[src/rtl/midi_voice_allocator_pkg.sv]
// Shared MIDI constants (status nibbles, controller numbers) and slot command encoding.
// Other MIDI blocks import this package for the same constants.
package midi_voice_allocator_pkg;

  localparam logic [3:0] CMD_NOTE_OFF = 4'h8;
  localparam logic [3:0] CMD_NOTE_ON  = 4'h9;
  localparam logic [3:0] CMD_CC       = 4'hB;

  localparam logic [6:0] CC_SUSTAIN        = 7'd64;
  localparam logic [6:0] CC_ALL_SOUND_OFF  = 7'd120;
  localparam logic [6:0] CC_ALL_NOTES_OFF  = 7'd123;

  typedef enum logic [2:0] {
    OpNone,
    OpStart,
    OpRetrig,
    OpSustain,
    OpRelease
  } slot_op_e;

endpackage

[src/rtl/voice_slot.sv]
// One voice slot: note, velocity, gate, sustained flag and retrigger countdown.
// The top level decides what happens to the slot; this block only holds and sequences state.
module voice_slot
  import midi_voice_allocator_pkg::*;
#(
  parameter int unsigned RETRIG_CYCLES = 64
) (
  input  logic       clk,
  input  logic       rst,
  input  slot_op_e   op,
  input  logic [6:0] op_note,
  input  logic [6:0] op_velocity,
  output logic       gate,
  output logic       sustained,
  output logic       retrig,
  output logic [6:0] note,
  output logic [6:0] velocity
);

  logic [7:0] count_q, count_d;
  logic       gate_q, gate_d;
  logic       sus_q, sus_d;
  logic [6:0] note_q, note_d;
  logic [6:0] vel_q, vel_d;

  always_ff @(posedge clk) begin
    if (rst) begin
      count_q <= '0;
      gate_q  <= 1'b0;
      sus_q   <= 1'b0;
      note_q  <= '0;
      vel_q   <= '0;
    end else begin
      count_q <= count_d;
      gate_q  <= gate_d;
      sus_q   <= sus_d;
      note_q  <= note_d;
      vel_q   <= vel_d;
    end
  end

  always_comb begin
    note_d  = note_q;
    vel_d   = vel_q;
    gate_d  = gate_q;
    sus_d   = sus_q;
    count_d = count_q;
    // Countdown reopens the gate on the edge that takes the counter from 1 to 0.
    if (count_q != 8'd0) begin
      count_d = count_q - 8'd1;
      if (count_q == 8'd1) gate_d = 1'b1;
    end
    unique case (op)
      OpStart: begin
        note_d  = op_note;
        vel_d   = op_velocity;
        gate_d  = 1'b1;
        sus_d   = 1'b0;
        count_d = '0;
      end
      OpRetrig: begin
        note_d  = op_note;
        vel_d   = op_velocity;
        gate_d  = 1'b0;
        sus_d   = 1'b0;
        count_d = 8'(RETRIG_CYCLES);
      end
      OpSustain: sus_d = 1'b1;
      OpRelease: begin
        gate_d  = 1'b0;
        sus_d   = 1'b0;
        count_d = '0;
      end
      default: ;
    endcase
  end

  assign gate      = gate_q;
  assign sustained = sus_q;
  assign retrig    = (count_q != 8'd0);
  assign note      = note_q;
  assign velocity  = vel_q;

endmodule

[src/rtl/midi_voice_allocator.sv]
// MIDI note/CC decoder with LRU voice allocation and stealing across NUM_VOICES slots.
// Slot state lives in voice_slot; slot choice, ages and sustain pedal live here.
module midi_voice_allocator
  import midi_voice_allocator_pkg::*;
#(
  parameter int unsigned NUM_VOICES    = 8,
  parameter int unsigned MIDI_CHANNEL  = 16,
  parameter int unsigned RETRIG_CYCLES = 64
) (
  input  logic                    clk,
  input  logic                    rst,
  input  logic                    midi_event_valid,
  input  logic [7:0]              midi_command,
  input  logic [6:0]              midi_parameter_1,
  input  logic [6:0]              midi_parameter_2,
  output logic                    midi_event_ack,
  output logic [NUM_VOICES-1:0]   voice_gate,
  output logic [7*NUM_VOICES-1:0] voice_note,
  output logic [7*NUM_VOICES-1:0] voice_velocity
);

  localparam int unsigned IdxW = (NUM_VOICES > 1) ? $clog2(NUM_VOICES) : 1;
  typedef logic [IdxW-1:0] idx_t;

  idx_t                  age_q [NUM_VOICES];
  idx_t                  age_d [NUM_VOICES];
  logic                  ack_q;
  logic                  sustain_q, sustain_d;
  logic [NUM_VOICES-1:0] gate, sustained, retrig, free;
  slot_op_e              slot_op [NUM_VOICES];

  logic       accept, chan_ok, is_on, is_off, is_cc;
  logic [3:0] cmd_type;
  logic       hit, free_any;
  idx_t       hit_idx, free_idx, free_age, steal_idx, target;

  assign cmd_type = midi_command[7:4];
  assign chan_ok  = (MIDI_CHANNEL >= 16) || (midi_command[3:0] == 4'(MIDI_CHANNEL));
  assign accept   = midi_event_valid && !ack_q;
  assign is_on    = accept && chan_ok && (cmd_type == CMD_NOTE_ON) && (midi_parameter_2 != 7'd0);
  assign is_off   = accept && chan_ok && ((cmd_type == CMD_NOTE_OFF) ||
                    ((cmd_type == CMD_NOTE_ON) && (midi_parameter_2 == 7'd0)));
  assign is_cc    = accept && chan_ok && (cmd_type == CMD_CC);
  assign free     = ~gate & ~sustained & ~retrig;

  always_ff @(posedge clk) begin
    if (rst) begin
      ack_q     <= 1'b0;
      sustain_q <= 1'b0;
      for (int i = 0; i < NUM_VOICES; i++) age_q[i] <= idx_t'(i);
    end else begin
      ack_q     <= accept;
      sustain_q <= sustain_d;
      for (int i = 0; i < NUM_VOICES; i++) age_q[i] <= age_d[i];
    end
  end

  // Target selection: held note first, then the oldest free slot, else the oldest slot.
  always_comb begin
    hit     = 1'b0;
    hit_idx = '0;
    for (int i = int'(NUM_VOICES) - 1; i >= 0; i--) begin
      if ((gate[i] || retrig[i]) && (voice_note[7*i +: 7] == midi_parameter_1)) begin
        hit     = 1'b1;
        hit_idx = idx_t'(i);
      end
    end
    free_any = 1'b0;
    free_idx = '0;
    free_age = '0;
    for (int i = 0; i < NUM_VOICES; i++) begin
      if (free[i] && (!free_any || (age_q[i] > free_age))) begin
        free_any = 1'b1;
        free_idx = idx_t'(i);
        free_age = age_q[i];
      end
    end
    steal_idx = '0;
    for (int i = 0; i < NUM_VOICES; i++) begin
      if (age_q[i] == idx_t'(NUM_VOICES - 1)) steal_idx = idx_t'(i);
    end
    target = hit ? hit_idx : (free_any ? free_idx : steal_idx);
  end

  always_comb begin
    sustain_d = sustain_q;
    for (int i = 0; i < NUM_VOICES; i++) begin
      slot_op[i] = OpNone;
      age_d[i]   = age_q[i];
    end
    if (is_on) begin
      slot_op[target] = (hit || !free_any) ? OpRetrig : OpStart;
      for (int i = 0; i < NUM_VOICES; i++) begin
        if (idx_t'(i) == target)        age_d[i] = '0;
        else if (age_q[i] < age_q[target]) age_d[i] = age_q[i] + idx_t'(1);
      end
    end
    if (is_off) begin
      for (int i = 0; i < NUM_VOICES; i++) begin
        if ((gate[i] || retrig[i]) && (voice_note[7*i +: 7] == midi_parameter_1)) begin
          slot_op[i] = sustain_q ? OpSustain : OpRelease;
        end
      end
    end
    if (is_cc) begin
      if (midi_parameter_1 == CC_SUSTAIN) begin
        sustain_d = midi_parameter_2[6];
        if (!midi_parameter_2[6]) begin
          for (int i = 0; i < NUM_VOICES; i++) begin
            if (sustained[i]) slot_op[i] = OpRelease;
          end
        end
      end else if ((midi_parameter_1 == CC_ALL_SOUND_OFF) ||
                   (midi_parameter_1 == CC_ALL_NOTES_OFF)) begin
        for (int i = 0; i < NUM_VOICES; i++) slot_op[i] = OpRelease;
      end
    end
  end

  for (genvar g = 0; g < NUM_VOICES; g++) begin : g_slot
    voice_slot #(
      .RETRIG_CYCLES (RETRIG_CYCLES)
    ) u_slot (
      .clk         (clk),
      .rst         (rst),
      .op          (slot_op[g]),
      .op_note     (midi_parameter_1),
      .op_velocity (midi_parameter_2),
      .gate        (gate[g]),
      .sustained   (sustained[g]),
      .retrig      (retrig[g]),
      .note        (voice_note[7*g +: 7]),
      .velocity    (voice_velocity[7*g +: 7])
    );
  end

  assign midi_event_ack = ack_q;
  assign voice_gate     = gate;

endmodule

[config.mk]
export PLATFORM = sky130hd
export DESIGN_NAME = midi_voice_allocator
export DESIGN_NICKNAME = d
export VERILOG_FILES = /design/src/rtl/midi_voice_allocator_pkg.sv /design/src/rtl/voice_slot.sv /design/src/rtl/midi_voice_allocator.sv
export SDC_FILE = /design/constraint.sdc
export NUM_CORES = 1
export LEC_CHECK = 0
export BUFFER_PORTS_ARGS = -buffer_cell sky130_fd_sc_hd__buf_2
export CAP_MARGIN = 40
export CORE_MARGIN = 5
export CORE_UTILIZATION = 50
export DETAILED_ROUTE_END_ITERATION = 8
export GPL_ROUTABILITY_DRIVEN = 0
export GPL_TIMING_DRIVEN = 0
export PLACE_DENSITY = 0.78
export SLEW_MARGIN = 20
export SYNTH_ARGS = -nofsm -noshare
export SYNTH_HDL_FRONTEND = slang
export SYNTH_SLANG_ARGS = --single-unit
[constraint.sdc]
create_clock -name clk -period 19.9 [get_ports clk]
set_clock_uncertainty 0.1 [all_clocks]
set_input_delay 0.995 -clock clk [delete_from_list [all_inputs] [get_ports clk]]
set_output_delay 0.995 -clock clk [all_outputs]
set_load 0.02 [all_outputs]
==> results of run 1 <==
area by class of cell:
cell class,instances,area (um2),share of cell area (%)
timing repair buffer,131,661,4.63
inverter,58,218,1.53
sequential,218,4360,30.6
buffer,82,407,2.85
clock buffer,28,667,4.67
clock inverter,14,211,1.48
tap,324,405,2.84
multi-input combinational,1070,7340,51.4
synth_stat cells (10+ instances only):
library cell | number | share of area [%]
nand3_1 | 39 | 1.6
xor2_1 | 44 | 3.1
ha_1 | 69 | 7.0
or3_1 | 14 | 0.71
nor2b_1 | 11 | 0.56
nand2_1 | 115 | 3.5
nor4_1 | 20 | 1.0
a211oi_1 | 19 | 1.2
nor2_1 | 199 | 6.1
a31oi_1 | 13 | 0.66
a21oi_1 | 83 | 3.4
inv_1 | 57 | 1.7
a21o_1 | 10 | 0.61
clkbuf_1 | 41 | 1.2
dfxtp_1 | 218 | 35
xnor2_1 | 51 | 3.6
nor3_1 | 54 | 2.2
buf_2 | 28 | 1.1
mux2_2 | 11 | 1.0
nand4_1 | 10 | 0.51
and3_1 | 10 | 0.51
mux2i_1 | 94 | 7.6
o21ai_0 | 27 | 1.1
through the flow:
step           std cells  total power [W]  utilization [%]  setup slack (ns)  hold WS [ns]
6_report            1925          0.00290             58.7              4.69         0.350
5_1_grt             1925          0.00312             58.7              3.58         0.382
4_1_cts             1925          0.00288             58.7              4.97         0.350
3_5_place_dp        1883          0.00237             55.1              5.05         0.342
3_3_place_gp        1878          0.00228             54.9              4.99         0.326
2_1_floorplan       1428          0.00193                -              7.08         0.356
worst paths after layout:
| kind | start | end | cells past startpoint | slack (ns) |
|---|---|---|---|---|
| worst min-delay path | midi_event_ack | midi_event_ack | 1 | 0.35 |
| worst max-delay path | g_slot[0].u_slot.count_q[0] | age_q[6][0] | 63 | 4.69 |
| worst max register to register | g_slot[0].u_slot.count_q[0] | age_q[6][0] | 63 | 4.69 |
| worst min register to register | midi_event_ack | midi_event_ack | 1 | 0.35 |
metal layers:
layer	vias to the layer above	share of wire [%]	track usage, %
met5	-	0	0
met4	0	4.4	11.5
met3	114	9.2	5.88
met2	550	46	42.8
met1	5394	40	31.8
li1	5376	-	-
power groups by stage:
stage                     Sequential, W  Clock [W]  Combinational [W]
final                          0.000589   0.000495            0.00182
after floorplan                0.000582          0            0.00135
after global routing           0.000599   0.000516            0.00200
after global placement         0.000592          0            0.00169
after CTS                      0.000587   0.000499            0.00179
after detailed placement       0.000595          0            0.00178
critical path, delay by kind of cell, from the launching register on:
kind	cells	cell delay (ns)
AOI/OAI and AO/OA	29	6.20
adders and majority gates	9	2.44
buffers and inverters	5	1.12
DFF	1	0.34
muxes	5	1.74
and+or+nand+nor	15	3.16
state kept, by name, indices dropped and copies added (netlist names):
register	count
g_slot.u_slot.sustained	8
g_slot.u_slot.gate	8
age_q	24
g_slot.u_slot.count_q	64
midi_event_ack	1
g_slot.u_slot.note	56
sustain_q	1
g_slot.u_slot.velocity	56
cell families after synthesis:
group	after synthesis	synth area share (%)
multiplexers	106	8.73
flip-flops	218	35.4
XOR/XNOR	95	6.75
AO/OA/AOI/OAI	245	14.0
buffers and inverters	140	5.07
adder cells (fa/ha/maj)	69	7.00
AND/OR/NAND/NOR	555	23.0
==> results.cfg, run 1 <==
[status]
outcome = completed

[cts]
clk_pin_slew_ns = 0.06
h-tree-depth = 1
cts-resized-gates = 0
cts_made_buffers = 24
cts_setup_buffers = 0
cts_tree = built
clk_latency_ns = 0.52
cts_num_sinks = 218
cts_hold_buf = 0
ctsRootBufferMaster = clkbuf_16
cts.path.max_buffers = 3

[sta]
drv_slew = 0
max_freq_ghz = 0.0657
slew_headroom_pct = 38.2
rsz0062_at_grt = no
worst_slew_pin_slew_ns = 0.904
hold_viol = 0
fin_setup_tns_ns = 0
period_minus_slack_ns = 15.21
finalSetupViolCount = 0
fin_crit_sh_pct = 76.4

[layout]
final_common_cell = dfxtp_1
syn2layout_area_growth_pct = 15.8
layout_common_cells = dfxtp_1 (218), nor2_1 (199), buf_2 (157), nand2_1 (115), mux2i_1 (94)
drive_above_1_share_pct = 17.2
diodes = 0
fin_area_um2 = 14300
nFillCells = 2075
layout.nets = 1679

[global_routing]
grt_pass1_vias = 11000
grt.overflow.total = 0
track_usage_pct = 25.7
grt_pass1_wl_um = 58900
grt_max_degree = 15
antenna_found_initial = 0

[critical_path]
cp_common_cell = ha_1
critPathRequiredTime_ns = 20.24
cpMaxStageDelayCell = or3b_2
worst-path-max-fanout = 10
cp-start-kind = flop
max_stage_delay_ns = 0.50
critPathKind = reg -> reg
arrival_ns = 15.55
endpoint_kind = flop

[route]
via_per_inst = 5.94
wl_per_cell_um = 19.6
drc = 0
drt-initial-drc-count = 937
drtAntennaViolNets = 0
num_vias = 11400
firstDrtPassIters = 5
drt-total-wl_um = 37700

[yosys]
synth.avg_cell_area_um2 = 8.63
synth_area_um2 = 12300
synth-edff-count = 0
synth_flop_cell = dfxtp_1
syn_inst = 1428
ys_warn_count = 0
ys_seq_elements = 218
synth-async-reset-ratio_pct = 0
syn_nets = 1522
ys_types = 92
yosysSeqAreaShare_pct = 35.4

[power_and_ir_drop]
pwr-share-comb_pct = 62.7
powerDensity_nw_per_um2 = 204
p_leak_nw = 6.35
p_seq_share_pct = 20.3
pwr-share-clk_pct = 17.1
ir_drop_mv = 0.196
swShare_pct = 48.2
p_sw_w = 0.00140
internal_power_w = 0.00150

[floorplan]
rows = 57
die_y_um = 167
start_util_pct = 50.7
die-area_um2 = 27900
ioPinCount = 146
fp.dieW_um = 167
core_area_um2 = 24300

[run]
maxCapViolCount = 0

[placed_design]
io_buffers = 126
postPlaceCellArea_um2 = 13400
dp_hpwl_um = 28400

[hold_path]
hold_path_class = reg -> reg
No activity file was read; power rests on OpenSTA's default activity.
==> run 2, diff against run 1 <==
--- a/config.mk
+++ b/config.mk
@@ -5,6 +5,7 @@
 export SDC_FILE = /design/constraint.sdc
 export NUM_CORES = 1
 export LEC_CHECK = 0
+export ABC_AREA = 1
 export BUFFER_PORTS_ARGS = -buffer_cell sky130_fd_sc_hd__buf_2
 export CAP_MARGIN = 40
 export CORE_MARGIN = 5
==> constraint.sdc (replaced) <==
create_clock -name clk -period 15.4 [get_ports clk]
set_clock_uncertainty 0.1 [all_clocks]
set_input_delay 0.77 -clock clk [delete_from_list [all_inputs] [get_ports clk]]
set_output_delay 0.77 -clock clk [all_outputs]
set_load 0.02 [all_outputs]
==> run 2 against run 1 <==
First-iteration DRC count is 4.6% higher; critical endpoint is now age_q[7][1]; sequential cell count is the same; synthesized cell count rose by 20%; count of clock-buffer cells in the layout is 5 higher; sequential power grew 31%; fmax grew 32%; non-clock buffer count shrank 14; synthesized area increased by 1.1%; utilization is 0.082 points higher; hold slack better by 0.027 ns; wire length grew 1.1%.
==> results.cfg, run 2 <==
[route]
num_vias = 12300
wl_per_cell_um = 17.1
drc = 0
drt-total-wl_um = 38100
drtAntennaViolNets = 0
drt-initial-drc-count = 980
firstDrtPassIters = 5
via_per_inst = 5.52

[sta]
fin_setup_tns_ns = 0
rsz0062_at_grt = no
drv_slew = 0
max_freq_ghz = 0.0870
finalSetupViolCount = 0
slew_headroom_pct = 43.6
worst_slew_pin_slew_ns = 0.845
period_minus_slack_ns = 11.49
hold_viol = 0
fin_crit_sh_pct = 74.6

[floorplan]
die_y_um = 168
die-area_um2 = 28200
rows = 57
ioPinCount = 146
fp.dieW_um = 168
core_area_um2 = 24500
start_util_pct = 50.9

[yosys]
ys_warn_count = 0
yosys-top-cells-count = nand2_1 (294), nor2_1 (242), dfxtp_1 (218)
ys_seq_elements = 218
yosysSeqAreaShare_pct = 35.0
synth-edff-count = 0
yosysTopAreaCell = dfxtp_1
ys_types = 57
synth.avg_cell_area_um2 = 7.25
syn_inst = 1720
synth_flop_cell = dfxtp_1
synth_area_um2 = 12500
syn_nets = 1814
yosys.area.top_type_share_pct = 35.0
synth_area_leaders = dfxtp_1 (35%), nand2_1 (8.9%), nor2_1 (7.3%), ha_1 (6.9%), a21oi_1 (5.5%)
yosysMostFrequentCell = nand2_1
synth-async-reset-ratio_pct = 0

[critical_path]
arrival_ns = 11.78
critPathRequiredTime_ns = 15.69
r2r_setup_slack_ns = 3.91
rr_startpoint = g_slot[0].u_slot.count_q[0]
critPathKind = reg -> reg
worst-path-max-fanout = 9
cp_common_cell = nand2_1
cp-start-kind = flop
r2r-end = age_q[7][1]
cpMaxStageDelayCell = o32a_1
crit_start = g_slot[0].u_slot.count_q[0]
worstRegToRegCells = 78
endpoint_kind = flop
max_stage_delay_ns = 0.52

[global_routing]
groute.layer.met3.usage_pct = 7.69
grt_use_met2_pct = 43.4
grt.overflow.total = 0
grt_pass1_vias = 11600
antenna_found_initial = 0
busiest_layer = met2
grt_use_met1_pct = 32.1
track_usage_pct = 26.0
grt_max_degree = 15
grt_pass1_wl_um = 60700

[cts]
cts.path.max_buffers = 3
cts_tree = built
clk_latency_ns = 0.56
cts_made_buffers = 25
ctsRootBufferMaster = clkbuf_16
cts_hold_buf = 0
cts-resized-gates = 0
cts_setup_buffers = 0
h-tree-depth = 1
clk_pin_slew_ns = 0.06
cts_num_sinks = 218

[power_and_ir_drop]
pwr-share-comb_pct = 64.6
p_leak_nw = 6.91
pwr-share-clk_pct = 15.6
swShare_pct = 52.2
powerDensity_nw_per_um2 = 270
internal_power_w = 0.00186
p_sw_w = 0.00203
ir_drop_mv = 0.214
p_seq_share_pct = 19.8

[layout]
syn2layout_area_growth_pct = 15.3
layout.nets = 1975
stdcell_count = 2224
drive_above_1_share_pct = 18.3
diodes = 0
nFillCells = 2217
final-seq-area_um2 = 4360
layout_common_cells = nand2_1 (294), nor2_1 (242), dfxtp_1 (218), buf_2 (143), inv_1 (137)
multi_input_area_um2 = 7050
largest_reg_flops = 64
top_register = g_slot.u_slot.count_q
final_common_cell = nand2_1

[placed_design]
io_buffers = 134
dp_hpwl_um = 28400
dp_cells = 2178

[run]
maxCapViolCount = 0

[hold_path]
min-delay-start = g_slot[2].u_slot.velocity[1]
holdPathStages = 2
min_to = g_slot[2].u_slot.velocity[1]
hold_path_class = reg -> reg

[status]
outcome = completed
[run 2: cell types whose count changed after synthesis, moves of 19 or more]
cell and delta:
mux2i_1 -94, buf_2 -19, nand2_1 +179, nor2_1 +43, nand3_1 +41, a21oi_1 +53
inv_2 +27, inv_1 +80, o21ai_0 +101, nor3_1 -34, clkbuf_1 -20, o21ai_1 +19
nand2_2 +29
[run 2: worst max path at each step]
| stage | endpoint | slack (ns) | cells past startpoint |
|---|---|---|---|
| final | age_q[7][1] | 3.91 | 78 |
| after global placement | age_q[7][0] | 4.53 | 77 |
| after global routing | age_q[5][0] | 2.85 | 78 |
| after floorplan | age_q[5][0] | 6.06 | 79 |
| after CTS | age_q[7][1] | 4.13 | 78 |
| after detailed placement | age_q[5][0] | 4.17 | 78 |
[run 2: area by class of cell]
type | count | area share, %
Clock buffer | 33 | 4.98
Timing Repair Buffer | 134 | 4.67
Clock inverter | 13 | 0.836
Multi-Input combinational cell | 1263 | 49.1
Sequential cell | 218 | 30.4
Tap cell | 324 | 2.82
Buffer | 65 | 2.66
Inverter | 174 | 4.60
[run 2: cell families after synthesis]
logic type | synth area share (%)
compound gates | 15.2
xor+xnor | 5.76
fa+ha+maj | 6.93
buf+inv | 8.37
flops | 35.0
simple gates | 28.7
[run 2: per-stage QoR]
| step | utilization [%] | setup slack (ns) | cell area, um2 | hold WS [ns] | power (W) |
|---|---|---|---|---|---|
| after floorplan | - | 6.06 | 12500 | 0.349 | 0.00270 |
| after global placement | 55.3 | 4.53 | 13500 | 0.359 | 0.00315 |
| after detailed placement | 55.3 | 4.17 | 13500 | 0.368 | 0.00324 |
| after CTS | 58.8 | 4.13 | 14400 | 0.381 | 0.00386 |
| after global routing | 58.8 | 2.85 | 14400 | 0.398 | 0.00425 |
| final | 58.8 | 3.91 | 14400 | 0.377 | 0.00388 |
[run 2: routing by layer]
layer / wire length, um / part of all wire [%]
met4: 1430 / 3.7
met3: 4010 / 11
met2: 17300 / 45
met1: 15400 / 40
met5: 0 / 0
[run 2: critical path: cells and delay by family (launching register included)]
family | cells | cell delay, ns
fa+ha+maj | 9 | 2.74
simple gates | 44 | 4.70
compound gates | 18 | 2.82
buf+inv | 7 | 0.61
flops | 1 | 0.32
[run 2: power groups by stage]
stage / clock network (W) / logic (W) / registers [W]
finish: 0.000606 / 0.00251 / 0.000770
global route: 0.000631 / 0.00284 / 0.000784
CTS: 0.000608 / 0.00248 / 0.000767
detailed placement: 0 / 0.00246 / 0.000778
global placement: 0 / 0.00238 / 0.000774
floorplan: 0 / 0.00192 / 0.000777
==> run 3, diff against run 2 <==
==> constraint.sdc (replaced) <==
create_clock -name clk -period 10.9 [get_ports clk]
set_clock_uncertainty 0.1 [all_clocks]
set_input_delay 0.545 -clock clk [delete_from_list [all_inputs] [get_ports clk]]
set_output_delay 0.545 -clock clk [all_outputs]
set_load 0.02 [all_outputs]
==> run 3 against run 2 <==
Sequential cell count stayed put; worst setup slack worse by 3.3 ns; register-to-register slack worse by 3.3 ns; critical path type unchanged.
==> results.cfg, run 3 (same netlist as run 2, synthesis figures left out) <==
[critical_path]
worstRegToRegCells = 77
critPathKind = reg -> reg
max_stage_delay_ns = 0.36
r2r-end = age_q[1][0]
arrival_ns = 10.59
cp_common_cell = nand2_1
rr_startpoint = g_slot[0].u_slot.count_q[1]
r2r_setup_slack_ns = 0.61
cpMaxStageDelayCell = ha_1
cp-start-kind = flop
worst-path-max-fanout = 9
endpoint_kind = flop
critPathRequiredTime_ns = 11.20

[route]
drt-total-wl_um = 38500
via_per_inst = 5.50
drc = 0
firstDrtPassIters = 5
drt-initial-drc-count = 1043
drtAntennaViolNets = 0
num_vias = 12300
top_layer = met4
wl_per_cell_um = 17.2
wl_met3_um = 4140
met2WireLength_um = 17600
wl_met1_um = 15300

[global_routing]
antenna_found_initial = 0
grt_pass1_wl_um = 60600
track_usage_pct = 26.0
grt_max_degree = 15
grt.overflow.total = 0
grt_pass1_vias = 11600

[sta]
setup_ws_ns = 0.614
hold_viol = 0
slew_headroom_pct = 42.9
max_freq_ghz = 0.0972
whs_ns = 0.246
drv_slew = 0
period_minus_slack_ns = 10.29
fin_crit_sh_pct = 94.4
fin_setup_tns_ns = 0
finalSetupViolCount = 0
worst_slew_pin_slew_ns = 0.857

[floorplan]
die-area_um2 = 28200
ioPinCount = 146
core_area_um2 = 24500
rows = 57
fp.dieW_um = 168
start_util_pct = 50.9
die_y_um = 168

[layout]
drive_above_1_share_pct = 20.4
layout_common_cells = nand2_1 (286), nor2_1 (241), dfxtp_1 (218), buf_2 (143), inv_1 (134)
layout.nets = 1991
largest_reg_flops = 64
syn2layout_area_growth_pct = 17.8
utilization_pct = 60.0
top_register = g_slot.u_slot.count_q
diodes = 0
final_common_cell = nand2_1

[cts]
cts.path.max_buffers = 3
cts_num_sinks = 218
h-tree-depth = 1
clk_latency_ns = 0.56
clk_pin_slew_ns = 0.06
cts_made_buffers = 25
ctsRootBufferMaster = clkbuf_16
cts_hold_buf = 0
cts_tree = built

[placed_design]
io_buffers = 134
dp_slack_ns = -0.329
dp_hpwl_um = 28400

[status]
outcome = completed

[hold_path]
min-delay-start = midi_event_valid
hold_path_class = in -> reg
holdPathStages = 5
min_to = midi_event_ack

[run]
maxCapViolCount = 0
## run 3: worst max-delay path, delay by kind of cell, from the launching register on
kind                       cells  cell delay, ns
adders and majority gates      9            2.45
and+or+nand+nor               41            3.95
DFF                            1            0.33
buffers and inverters         11            1.22
AOI/OAI and AO/OA             16            2.04
## run 3: worst max-delay path by stage
| stage | start | endpoint | cells after the start |
|---|---|---|---|
| final | g_slot[0].u_slot.count_q[1] | age_q[1][0] | 77 |
| after global routing | g_slot[0].u_slot.count_q[1] | age_q[1][2] | 81 |
| after CTS | g_slot[0].u_slot.count_q[0] | age_q[7][1] | 80 |
| after detailed placement | g_slot[0].u_slot.count_q[0] | age_q[5][0] | 78 |
| after global placement | g_slot[0].u_slot.count_q[0] | age_q[7][0] | 77 |
| after floorplan | g_slot[0].u_slot.count_q[0] | age_q[5][0] | 79 |
## run 3: stage by stage
step / instances / cell area, um2
3_3_place_gp: 2178 / 13500
4_1_cts: 2224 / 14400
6_report: 2240 / 14700
5_1_grt: 2240 / 14700
2_1_floorplan: 1720 / 12500
3_5_place_dp: 2178 / 13500
## run 3: what timing repair did
action,4_1_cts,5_1_grt
setup endpoints to repair,24,216
pin swaps,1,19
resized for setup,5,43
buffers inserted,0,16
## run 3: routing by layer
layer / track usage [%] / up-vias
li1: - / 6007
met1: 32.1 / 5685
met2: 43.4 / 546
met3: 7.64 / 85
met4: 9.21 / 0
met5: 0 / -
## run 3: cell type report
type	count	area, um2
Clock buffer	33	716
Inverter	174	661
Multi-Input combinational cell	1263	7220
Clock inverter	13	120
Tap cell	324	405
Timing Repair Buffer	150	803
Fill cell	2166	9790
Sequential cell	218	4360
Buffer	65	383
Power of run 3 is not shown: default switching activity piles up to over one toggle a cycle in this logic, so the estimate is an artifact.
